--- src/rtl/dmem_access_ctrl_pkg.sv ---
// Shared encodings for the data-memory access controller: request sizes,
// controller states and the alignment rule.
package dmem_access_ctrl_pkg;

    localparam int unsigned LANE_W = 32;

    localparam logic [1:0] SZ_BYTE = 2'b00;
    localparam logic [1:0] SZ_HALF = 2'b01;
    localparam logic [1:0] SZ_WORD = 2'b10;

    typedef enum logic [2:0] {
        S_IDLE   = 3'd0,
        S_LOAD   = 3'd1,
        S_STORE  = 3'd2,
        S_RMW_RD = 3'd3,
        S_RMW_WR = 3'd4,
        S_ERR    = 3'd5
    } state_e;

    // Size 2'b11 is illegal and is reported through the same error path.
    function automatic logic is_aligned(input logic [1:0] size, input logic [1:0] addr_lo);
        logic ok;
        case (size)
            SZ_BYTE: ok = 1'b1;
            SZ_HALF: ok = ~addr_lo[0];
            SZ_WORD: ok = (addr_lo == 2'b00);
            default: ok = 1'b0;
        endcase
        return ok;
    endfunction

endpackage

--- src/rtl/dmem_lane_unit.sv ---
// Little-endian lane logic: load extract/extend and sub-word store merge.
module dmem_lane_unit
    import dmem_access_ctrl_pkg::*;
(
    input  logic [1:0]        addr_lo,
    input  logic [1:0]        size,
    input  logic              is_unsigned,
    input  logic [LANE_W-1:0] rd_word,
    input  logic [LANE_W-1:0] wdata,
    output logic [LANE_W-1:0] ld_data_c,
    output logic [LANE_W-1:0] st_word_c
);

    logic [7:0]  byte_v;
    logic [15:0] half_v;

    always_comb begin
        byte_v = rd_word[{addr_lo, 3'b000} +: 8];
        half_v = addr_lo[1] ? rd_word[31:16] : rd_word[15:0];
        case (size)
            SZ_BYTE: ld_data_c = {{24{~is_unsigned & byte_v[7]}}, byte_v};
            SZ_HALF: ld_data_c = {{16{~is_unsigned & half_v[15]}}, half_v};
            default: ld_data_c = rd_word;
        endcase
    end

    // Old word keeps every lane that the store does not touch.
    always_comb begin
        st_word_c = rd_word;
        case (size)
            SZ_BYTE: st_word_c[{addr_lo, 3'b000} +: 8]        = wdata[7:0];
            SZ_HALF: st_word_c[{addr_lo[1], 4'b0000} +: 16]   = wdata[15:0];
            default: st_word_c = wdata;
        endcase
    end

endmodule

--- src/rtl/dmem_access_ctrl.sv ---
// Load/store sequencer in front of a word-only data memory: sub-word access,
// read-modify-write stores, misalignment errors and a one-cycle response pulse.
module dmem_access_ctrl
    import dmem_access_ctrl_pkg::*;
#(
    parameter int unsigned ADDR_W = 32,
    parameter int unsigned DATA_W = 32
) (
    input  logic              clk,
    input  logic              rst,
    input  logic              req_valid,
    output logic              req_ready,
    input  logic              req_we,
    input  logic [1:0]        req_size,
    input  logic              req_unsigned,
    input  logic [ADDR_W-1:0] req_addr,
    input  logic [DATA_W-1:0] req_wdata,
    output logic              resp_valid,
    output logic              resp_err,
    output logic [DATA_W-1:0] resp_rdata,
    output logic              mem_read,
    output logic              mem_write,
    output logic [ADDR_W-1:0] mem_addr,
    output logic [DATA_W-1:0] mem_wdata,
    input  logic [DATA_W-1:0] mem_rdata
);

    state_e            state_q, state_d;
    logic [1:0]        addr_lo_q, addr_lo_d;
    logic [1:0]        size_q, size_d;
    logic              we_q, we_d;
    logic              uns_q, uns_d;
    logic [DATA_W-1:0] wdata_q, wdata_d;

    logic              req_ready_q, req_ready_d;
    logic              resp_valid_q, resp_valid_d;
    logic              resp_err_q, resp_err_d;
    logic [DATA_W-1:0] resp_rdata_q, resp_rdata_d;
    logic              mem_read_q, mem_read_d;
    logic              mem_write_q, mem_write_d;
    logic [ADDR_W-1:0] mem_addr_q, mem_addr_d;
    logic [DATA_W-1:0] mem_wdata_q, mem_wdata_d;

    logic [DATA_W-1:0] ld_data_c;
    logic [DATA_W-1:0] st_word_c;

    dmem_lane_unit u_lane (
        .addr_lo     (addr_lo_q),
        .size        (size_q),
        .is_unsigned (uns_q),
        .rd_word     (mem_rdata),
        .wdata       (wdata_q),
        .ld_data_c   (ld_data_c),
        .st_word_c   (st_word_c)
    );

    always_ff @(posedge clk) begin
        if (rst) begin
            state_q      <= S_IDLE;
            addr_lo_q    <= '0;
            size_q       <= '0;
            we_q         <= 1'b0;
            uns_q        <= 1'b0;
            wdata_q      <= '0;
            req_ready_q  <= 1'b1;
            resp_valid_q <= 1'b0;
            resp_err_q   <= 1'b0;
            resp_rdata_q <= '0;
            mem_read_q   <= 1'b0;
            mem_write_q  <= 1'b0;
            mem_addr_q   <= '0;
            mem_wdata_q  <= '0;
        end else begin
            state_q      <= state_d;
            addr_lo_q    <= addr_lo_d;
            size_q       <= size_d;
            we_q         <= we_d;
            uns_q        <= uns_d;
            wdata_q      <= wdata_d;
            req_ready_q  <= req_ready_d;
            resp_valid_q <= resp_valid_d;
            resp_err_q   <= resp_err_d;
            resp_rdata_q <= resp_rdata_d;
            mem_read_q   <= mem_read_d;
            mem_write_q  <= mem_write_d;
            mem_addr_q   <= mem_addr_d;
            mem_wdata_q  <= mem_wdata_d;
        end
    end

    // Strobes and responses are computed one state ahead so they leave flops.
    always_comb begin
        state_d      = state_q;
        addr_lo_d    = addr_lo_q;
        size_d       = size_q;
        we_d         = we_q;
        uns_d        = uns_q;
        wdata_d      = wdata_q;
        resp_valid_d = 1'b0;
        resp_err_d   = 1'b0;
        resp_rdata_d = resp_rdata_q;
        mem_read_d   = 1'b0;
        mem_write_d  = 1'b0;
        mem_addr_d   = mem_addr_q;
        mem_wdata_d  = mem_wdata_q;

        case (state_q)
            S_IDLE: begin
                if (req_valid && req_ready_q) begin
                    addr_lo_d = req_addr[1:0];
                    size_d    = req_size;
                    we_d      = req_we;
                    uns_d     = req_unsigned;
                    wdata_d   = req_wdata;
                    if (!is_aligned(req_size, req_addr[1:0])) begin
                        state_d = S_ERR;
                    end else begin
                        mem_addr_d = {req_addr[ADDR_W-1:2], 2'b00};
                        if (!req_we) begin
                            state_d    = S_LOAD;
                            mem_read_d = 1'b1;
                        end else if (req_size == SZ_WORD) begin
                            state_d     = S_STORE;
                            mem_write_d = 1'b1;
                            mem_wdata_d = req_wdata;
                        end else begin
                            state_d    = S_RMW_RD;
                            mem_read_d = 1'b1;
                        end
                    end
                end
            end
            S_RMW_RD: begin
                state_d     = S_RMW_WR;
                mem_write_d = 1'b1;
                mem_wdata_d = st_word_c;
            end
            S_LOAD, S_STORE, S_RMW_WR: begin
                state_d      = S_IDLE;
                resp_valid_d = 1'b1;
                resp_rdata_d = we_q ? '0 : ld_data_c;
            end
            S_ERR: begin
                state_d      = S_IDLE;
                resp_valid_d = 1'b1;
                resp_err_d   = 1'b1;
                resp_rdata_d = '0;
            end
            default: state_d = S_IDLE;
        endcase

        req_ready_d = (state_d == S_IDLE);
    end

    assign req_ready  = req_ready_q;
    assign resp_valid = resp_valid_q;
    assign resp_err   = resp_err_q;
    assign resp_rdata = resp_rdata_q;
    assign mem_read   = mem_read_q;
    assign mem_write  = mem_write_q;
    assign mem_addr   = mem_addr_q;
    assign mem_wdata  = mem_wdata_q;

endmodule
--- config.mk ---
export PLATFORM = sky130hd
export DESIGN_NAME = dmem_access_ctrl
export DESIGN_NICKNAME = d
export VERILOG_FILES = /design/src/rtl/dmem_access_ctrl_pkg.sv /design/src/rtl/dmem_lane_unit.sv /design/src/rtl/dmem_access_ctrl.sv
export SDC_FILE = /design/constraint.sdc
export NUM_CORES = 1
export LEC_CHECK = 0
export ABC_CLOCK_PERIOD_IN_PS = 3300
export CORE_UTILIZATION = 30
export CTS_BUF_LIST = sky130_fd_sc_hd__clkbuf_2 sky130_fd_sc_hd__clkbuf_4 sky130_fd_sc_hd__clkbuf_8
export DETAILED_ROUTE_END_ITERATION = 12
export GPL_ROUTABILITY_DRIVEN = 0
export GPL_TIMING_DRIVEN = 1
export PLACE_DENSITY = 0.53
export SLEW_MARGIN = 20
export SYNTH_ARGS = -nofsm -noshare
export SYNTH_HDL_FRONTEND = slang
export SYNTH_HIERARCHICAL = 1
export SYNTH_SLANG_ARGS = --single-unit
--- constraint.sdc ---
create_clock -name clk -period 3.3 [get_ports clk]
set_input_delay 0.99 -clock clk [delete_from_list [all_inputs] [get_ports clk]]
set_output_delay 0.99 -clock clk [all_outputs]
set_load 0.02 [all_outputs]
After elaboration in Yosys (flattened, before gate mapping) --
Index checks and enable logic that the tools add are counted.
Operators by class: add/subtract/negate cells 2, eq/ne operators 12, shift-type cells 5, mux-type cells 29, bitwise operators 7, reductions and logical operators 14
Operators with widths (count):
- $pmux 32 s2 | 4
- $mux 32 | 5
- $bwmux 32 | 2
- $shift 16x7->32 const A | 1
- $shift 8x7->32 const A | 1
- $shiftx 16x7->32 | 1
- $shiftx 32x6->8 | 1
- $shiftx 8x7->32 | 1
- $mux 16 | 1
- $neg 5->7 | 2
- $mux 1 | 11
- $ne 2x2->1 const B | 4
- $reduce_or 4->1 | 2
- $eq 3x2->1 const B | 2
- $eq 3x3->1 const B | 2
- $logic_not 2->1 | 3
- $logic_not 3->1 | 2
- $mux 3 | 2
- $pmux 3 s2 | 1
- $not 1->1 | 5
- $reduce_and 5->1 | 1
- $eq 2x1->1 const B | 2
- $reduce_bool 2->1 | 2
- $eq 3x1->1 const B | 1
- 9 further kinds | 10
Storage, ports and cells: register bits 140, input bits 103, output and inout port bits 101

Logic depth before layout (Yosys ltp) --
Gate-level depths: netlist (run 1).
word-level depth 8, gate-level depth with buffers 12, gate-level depth less buffers 9

Cells and area by module --
The synthesis (run 1) kept the hierarchy.
Modules (own cells, without submodules):
- dmem_access_ctrl | instances 1, cells each 589, area each 5388.9 µm², seq. area each 2802.7 µm²
- dmem_lane_unit | instances 1, cells each 278, area each 1765.4 µm², seq. area each 0.0 µm²

Least setup slack after synthesis (run 1) --
No wires, ideal clock.
path kind register to register, from reg addr_lo_q[1], to reg mem_wdata_q[25], in the netlist mem_wdata[25], arrival time 2299 ps, slack 877 ps, cell stages (with the launch flop) 11, path through dfxtp_1 -> buf_4 -> inv_1 -> clkbuf_1 -> ha_1 -> and4b_1 -> clkbuf_1 -> a221o_1 -> nand2_1 -> a21oi_1 -> mux2_1
Between the ends: cells in the longest elaborated chain, start to end 5, elaborated cells on any way between the ends 10, those cells by class add/sub: 2; shift: 4; mux: 4
RTL lines:
- from (decl) | RTL line dmem_access_ctrl.sv:29 | logic [1:0] addr_lo_q, addr_lo_d;
- from (signal assigned) | RTL line dmem_access_ctrl.sv:75 | addr_lo_q <= addr_lo_d;
- $neg 5->7 (on tied branches) | RTL line dmem_lane_unit.sv:32, dmem_lane_unit.sv:31
- $shiftx 16x7->32, or another cell as far along | RTL line dmem_lane_unit.sv:32 | SZ_HALF: st_word_c[{addr_lo[1], 4'b0000} +: 16] = wdata[15:0];
- $bwmux 32 (on tied branches) | RTL line dmem_lane_unit.sv:32, dmem_lane_unit.sv:31
- $pmux 32 s2 * | RTL line dmem_lane_unit.sv:30 | case (size)
- via st_word_c[25] | RTL line dmem_access_ctrl.sv:45 | logic [DATA_W-1:0] st_word_c;
- $pmux 32 s2 * | RTL line dmem_access_ctrl.sv:107 | case (state_q)
- to (signal assigned) | RTL line dmem_access_ctrl.sv:87 | mem_wdata_q <= mem_wdata_d;
- to (decl) | RTL line dmem_access_ctrl.sv:42 | logic [DATA_W-1:0] mem_wdata_q, mem_wdata_d;
The timed path passes the listed nets; every way through them passes the cells marked *. A chain may end at the register's enable or synchronous reset.

Worst setup path in the final report (run 1) --
from in req_valid, to reg mem_wdata_q[1], in the netlist mem_wdata[1]
Between the ends: cells in the longest elaborated chain, start to end 3
RTL lines:
- from (decl) | RTL line dmem_access_ctrl.sv:11 | input logic req_valid,
- $logic_and 1x1->1 | RTL line dmem_access_ctrl.sv:109 | if (req_valid && req_ready_q) begin
- $ne 2x2->1 (no source line)
- $reduce_and 5->1 (no source line)
Every way passes these cells.

==> results of run 1 <==
cell families after synthesis:
kind of cell / Yosys count
XOR/XNOR: 1
multiplexers: 74
flip-flops: 140
AND/OR/NAND/NOR: 331
adder cells (fa/ha/maj): 5
AO/OA/AOI/OAI: 230
buffers and inverters: 85
other: 1
worst reg2reg max path, delay by kind of cell (launching register included):
kind | cells | cell delay (ps)
compound gates | 3 | 1070
flops | 1 | 570
fa+ha+maj | 1 | 360
buf+inv | 1 | 170
mux | 1 | 150
simple gates | 1 | 70
per-layer routing:
| metal | vias up | wire length (um) |
|---|---|---|
| met4 | 0 | 328 |
| met3 | 21 | 1640 |
| met5 | - | 0 |
| met1 | 3164 | 11900 |
| li1 | 3361 | - |
| met2 | 241 | 10100 |
how the worst max path moves through the flow:
stage                      start       endpoint  slack, ps  cells after the start
floorplan           addr_lo_q[1]  mem_wdata[25]        880                     10
global placement       req_valid   mem_wdata[0]        310                      6
detailed placement     req_valid   mem_wdata[1]        290                      6
CTS                    req_ready      req_ready        730                      1
global route        addr_lo_q[0]  mem_wdata[12]        660                      8
finish                 req_valid   mem_wdata[1]        770                      6
power breakdown:
part / leakage [nW] / internal (W) / switching [W] / total (W)
Combinational: 2.60 / 0.000518 / 0.000580 / 0.00110
Sequential: 1.14 / 0.00180 / 0.0000958 / 0.00190
Clock: 0.193 / 0.000623 / 0.000785 / 0.00141
Total: 3.93 / 0.00294 / 0.00146 / 0.00440
cell type report:
cell class	instances	area share (%)
clock buffers	17	2.37
clock inverters	15	1.54
inverters	10	0.381
multi-input cells	643	40.3
flip-flops and latches	140	28.5
well taps	319	4.05
repair buffers	232	22.9
through the flow:
step	total power [W]	utilization [%]	setup WS, ps	cell area (um^2)	cells
4_1_cts	0.00444	42.1	726	9850	1376
6_report	0.00440	42.1	766	9850	1376
2_1_floorplan	0.00256	-	877	7160	868
5_1_grt	0.00463	42.1	662	9850	1376
3_5_place_dp	0.00303	40.5	290	9470	1344
3_3_place_gp	0.00303	40.5	314	9470	1344
cells in the mapped netlist (6+ instances only):
cell type  instances  area (um^2)
mux2_2            10          113
a21oi_1           95          475
a221o_1           16          160
nor2b_1           45          282
mux2i_1           35          350
nand2_1          209          785
a221oi_1           7         61.3
clkbuf_1          39          146
buf_2             21          105
buf_6              6         67.6
a222oi_1           8         80.1
inv_1             10         37.5
nor3_1             6         30.0
o21ai_0           32          160
a21oi_2           10         87.6
nor2_1            40          150
nand2b_1           8         50.1
mux2_1            29          327
dfxtp_1          140         2800
a22o_1            50          438
sequential cells by signal, summed over array words and instances, names as in the netlist:
register,count
addr_lo_q,2
req_ready,1
wdata_q,32
we_q,1
mem_write,1
resp_rdata,32
uns_q,1
mem_read,1
size_q,2
resp_valid,1
mem_addr,30
state_q,3
mem_wdata,32
resp_err,1
==> out/metrics.yaml, run 1 <==
outcome:
  status: "complete, no violations"
synth:
  synthAdderAreaFrac_pct: 0.874
  syn_area_um2: 7150
  ys_seq_elements: 140
  synth_mux_area_share_pct: 11.0
  yosysSeqAreaShare_pct: 39.2
  synth_warnings: 6
  synth-compound-area-share_pct: 22.2
  synth_top_flop_cell: "dfxtp_1"
  synth_cells: 867
  syn_avg_cell_area_um2: 8.25
  synth_top_family_by_area: "compound AO/OA/AOI/OAI gates"
  async_flop_share_pct: 0
  synth_xor_area_share_pct: 0.122
  ys_types: 51
  synth-simple-area-share_pct: 20.8
  synth-edff-count: 0
critical_path:
  worst-path-buf-inv: 2
  r2r_start: "addr_lo_q[0]"
  path_cells: "clkdlybuf4s50_1, nand3_1, o21bai_1, a221oi_4, buf_12, mux2_2"
  crit_arrival_ps: 2880
  crit_path_max_fanout: 33
  r2r_cells: 7
  end_kind: "register"
  r2r_slack_ps: 870
  path_delay_family: "buffers and inverters"
  max_stage_delay_ps: 560
  r2r-end: "mem_wdata[3]"
  cp_slowest_cell: "clkdlybuf4s50_1"
  crit_path_start_kind: "input pin"
  crit_required_ps: 3640
  worstSetupPathType: "input pin to register"
clocking:
  holdBufCountCts: 0
  clock_tree.buffer_depth: 2
  clkTransAtPathRegs_ps: 80
  cts_num_sinks: 140
  cts.repair.resized: 0
  cts-buffers-inserted: 17
  clk_latency_ps: 470
  root_buffer: "clkbuf_8"
  cts_tree: "built"
  post_cts_buffers: 0
  htree_levels: 4
final_layout:
  fillCellCount: 2421
  multi_input_area_um2: 3970
  mostFrequentLayoutCell: "nand2_1"
  antennaDiodeCount: 0
  seqCellArea_um2: 2800
  final_layout_size_suffix_gt1_share_pct: 9.27
  final_cell_mix: "nand2_1 (209), clkdlybuf4s50_1 (200), dfxtp_1 (139)"
  syn2layout_area_growth_pct: 37.7
  final_nets: 1152
timing:
  timing.fmax_mhz: 395
  max_slew.worst_pin.slew_ps: 866
  finalHoldViolations: 0
  fin_crit_sh_pct: 76.8
  skew_ps: 16.2
  relSlewSlack_pct: 41.8
  min_period_ps: 2530
  grt_setup_unrepaired: "no"
  drv_slew: 0
  holdWs_ps: 459
  setup_violations: 0
  fin_setup_tns_ps: 0
route:
  drt_iter0_markers: 682
  routedWlPerCell_um: 17.5
  drt-vias-per-instance: 4.93
  vias: 6787
  drc: 0
  first_pass_iters: 6
  routed_wl_um: 24000
  drtAntennaViolNets: 0
placed_design:
  io_buffers: 201
  dp_hpwl_um: 17300
floorplanning:
  dieArea_um2: 24500
  core_um2: 23400
  die_w_um: 156
  die_y_um: 156
  initial_utilization_pct: 30.6
  io_pins: 204
  fp-row-count: 56
grt:
  grt_first_pass_wirelength_um: 36900
  grt_util_met3_pct: 3.99
  antenna_found_initial: 0
  grt_overflow: 0
  top_usage_layer: "met1"
  grt_max_degree: 55
  grt_pass1_vias: 6399
  grt_use_met2_pct: 28.6
  grt.total_usage_pct: 19.8
  grt_use_met1_pct: 29.1
worst_hold_path:
  holdPathEnd: "uns_q"
  min_from: "uns_q"
  hp-class: "register to register"
  hold_path_depth: 2
flow_run:
  cap_violations: 0
power:
  powerDensity_nw_per_um2: 447
  p_leak_nw: 3.93
  ir_drop_mv: 0.192
(Power assumes the default switching activity.)
==> inputs of run 2 (changes only) <==
Settings changed: ABC_CLOCK_PERIOD_IN_PS 3300 to 2400.
Clock period 3.3 ns to 2.4 ns, I/O delays scaled along.
==> run 2 against run 1 <==
Combinational power increased by 51%; core utilization increased by 2.0 points; clock skew decreased by 4.6 ps; total power increased by 43%; die area unchanged; sequential power increased by 36%; routed wire length increased by 3.4%; largest power group unchanged.
==> out/metrics.yaml, run 2 (synthesized netlist as in run 1, its figures left out) <==
critical_path:
  crit_arrival_ps: 1600  # was 2880 ps
  worst-path-buf-inv: 1  # was 2
  max_stage_delay_ps: 660  # was 560 ps
  crit_path_start_kind: "register"  # was input pin
  cp_slowest_cell: "clkdlybuf4s50_1"  # unchanged
  path_cells: "clkdlybuf4s50_1"  # was clkdlybuf4s50_1, nand3_1, o21bai_1, a221oi_4, buf_12, mux2_2
  crit_start: "req_ready"  # was req_valid
  cp.depth: 1  # was 6
  r2r_slack_ps: 250  # was 870 ps
  r2r_start: "addr_lo_q[1]"  # was addr_lo_q[0]
  crit_path_end: "req_ready"  # was mem_wdata[1]
  end_kind: "primary output"  # was register
  r2r_cells: 8  # was 7
  r2r-end: "mem_wdata[18]"  # was mem_wdata[3]
  worstSetupPathType: "register to primary output"  # was input pin to register
  path_delay_family: "buffers and inverters"  # unchanged
  crit_path_max_fanout: 5  # was 33
  crit_required_ps: 1680  # was 3640 ps
final_layout:
  stdcell_area_um2: 10300  # was 9850 um^2
  final_nets: 1200  # was 1152
  antennaDiodeCount: 0  # unchanged
  syn2layout_area_growth_pct: 44.2  # was 37.7%
  post-route-util_pct: 44.1  # was 42.1%
  final_layout_size_suffix_gt1_share_pct: 13.7  # was 9.27%
  final_cell_mix: "nand2_1 (209), clkdlybuf4s50_1 (200), dfxtp_1 (139)"  # unchanged
  seqCellArea_um2: 2800  # unchanged
  mostFrequentLayoutCell: "nand2_1"  # unchanged
  multi_input_area_um2: 3990  # was 3970 um^2
  fillCellCount: 2410  # was 2421
  final_cells: 1424  # was 1376
clocking:
  cts_num_sinks: 140  # unchanged
  holdBufCountCts: 0  # unchanged
  cts-buffers-inserted: 17  # unchanged
  root_buffer: "clkbuf_8"  # unchanged
  clkTransAtPathRegs_ps: 90  # was 80 ps
  clock_tree.buffer_depth: 2  # unchanged
  htree_levels: 4  # unchanged
  cts_tree: "built"  # unchanged
  clk_latency_ps: 460  # was 470 ps
timing:
  relSlewSlack_pct: 60.6  # was 41.8%
  drv_slew: 0  # unchanged
  finalHoldViolations: 0  # unchanged
  fin_crit_sh_pct: 96.5
  setup_violations: 0  # unchanged
  max_slew.worst_pin.slew_ps: 588  # was 866 ps
  setup_slack_ps: 84.2  # was 766 ps
  grt_setup_unrepaired: "no"  # unchanged
  min_period_ps: 2320
  timing.fmax_mhz: 432
  skew_ps: 11.6  # was 16.2 ps
grt:
  grt_pass1_vias: 6427  # was 6399
  grt.total_usage_pct: 20.3  # was 19.8%
  grt_max_degree: 70  # was 55
  antenna_found_initial: 0  # unchanged
  grt_first_pass_wirelength_um: 37800  # was 36900 um
  grt_overflow: 0  # unchanged
placed_design:
  io_buffers: 201  # unchanged
  dp_slack_ps: -286  # was 290 ps
  placedCellCount: 1392  # was 1344
  dp_hpwl_um: 18400  # was 17300 um
  placed_cell_area_um2: 9890  # was 9470 um^2
floorplanning:
  io_pins: 204  # unchanged
  core_um2: 23400  # unchanged
  die_y_um: 156  # unchanged
  die_w_um: 156  # unchanged
  dieArea_um2: 24500  # unchanged
  fp-row-count: 56  # unchanged
  initial_utilization_pct: 30.6  # unchanged
power:
  ir_drop_mv: 0.270  # was 0.192 mV
  p_leak_nw: 4.20  # was 3.93 nW
  powerDensity_nw_per_um2: 611  # was 447 nW/um^2
route:
  drt-vias-per-instance: 4.86  # was 4.93
  routed_wl_um: 24900  # was 24000 um
  routedWlPerCell_um: 17.5  # about the same
  drc: 0  # unchanged
  vias: 6918  # was 6787
  drt_iter0_markers: 619  # was 682
  first_pass_iters: 7  # was 6
  drtAntennaViolNets: 0  # unchanged
outcome:
  status: "complete, no violations"  # unchanged
flow_run:
  cap_violations: 0  # unchanged
worst_hold_path:
  hp-class: "register to register"  # unchanged
[run 2: repair_timing]
action	CTS	global route
gates resized for setup	0	5
buffers inserted	0	0
setup endpoints to repair	0	8
[run 2: cell type report]
class,instances,area share [%]
Clock inverter,15,1.69
Sequential cell,140,27.2
Timing Repair Buffer,280,26.0
Tap cell,319,3.87
Inverter,10,0.364
Multi-Input combinational cell,643,38.7
Clock buffer,17,2.27
[run 2: metal layers]
layer	routed length, um	GRT usage [%]
met4	380	5.56
met1	12500	30.0
met3	1450	4.04
met2	10600	29.5
met5	0	0
[run 2: worst min path at each step]
stage | cells after the start | endpoint | from
after CTS | 2 | wdata_q[28] | wdata_q[28]
after floorplan | 2 | uns_q | uns_q
after global placement | 2 | wdata_q[16] | wdata_q[16]
after detailed placement | 2 | wdata_q[28] | wdata_q[28]
final | 2 | wdata_q[31] | wdata_q[31]
after global routing | 2 | wdata_q[16] | wdata_q[16]
[run 2: per-stage QoR]
stage | power, W | setup TNS, ps | hold slack (ps)
2_1_floorplan | 0.00352 | 0 | 431
3_3_place_gp | 0.00430 | -9050 | 446
3_5_place_dp | 0.00430 | -9730 | 448
4_1_cts | 0.00635 | 0 | 460
5_1_grt | 0.00660 | 0 | 480
6_report | 0.00630 | 0 | 460
[run 2: power breakdown]
group / internal (W) / switching, W / total, W
Combinational: 0.000815 / 0.000849 / 0.00166
Clock: 0.000961 / 0.00108 / 0.00205
Sequential: 0.00248 / 0.000115 / 0.00259
Total: 0.00425 / 0.00205 / 0.00630
==> inputs of run 3 (changes only) <==
Settings changed: CAP_MARGIN from default to 5.
==> results of run 3 <==
Final layout, timing and power as in run 2 (identical DEF).
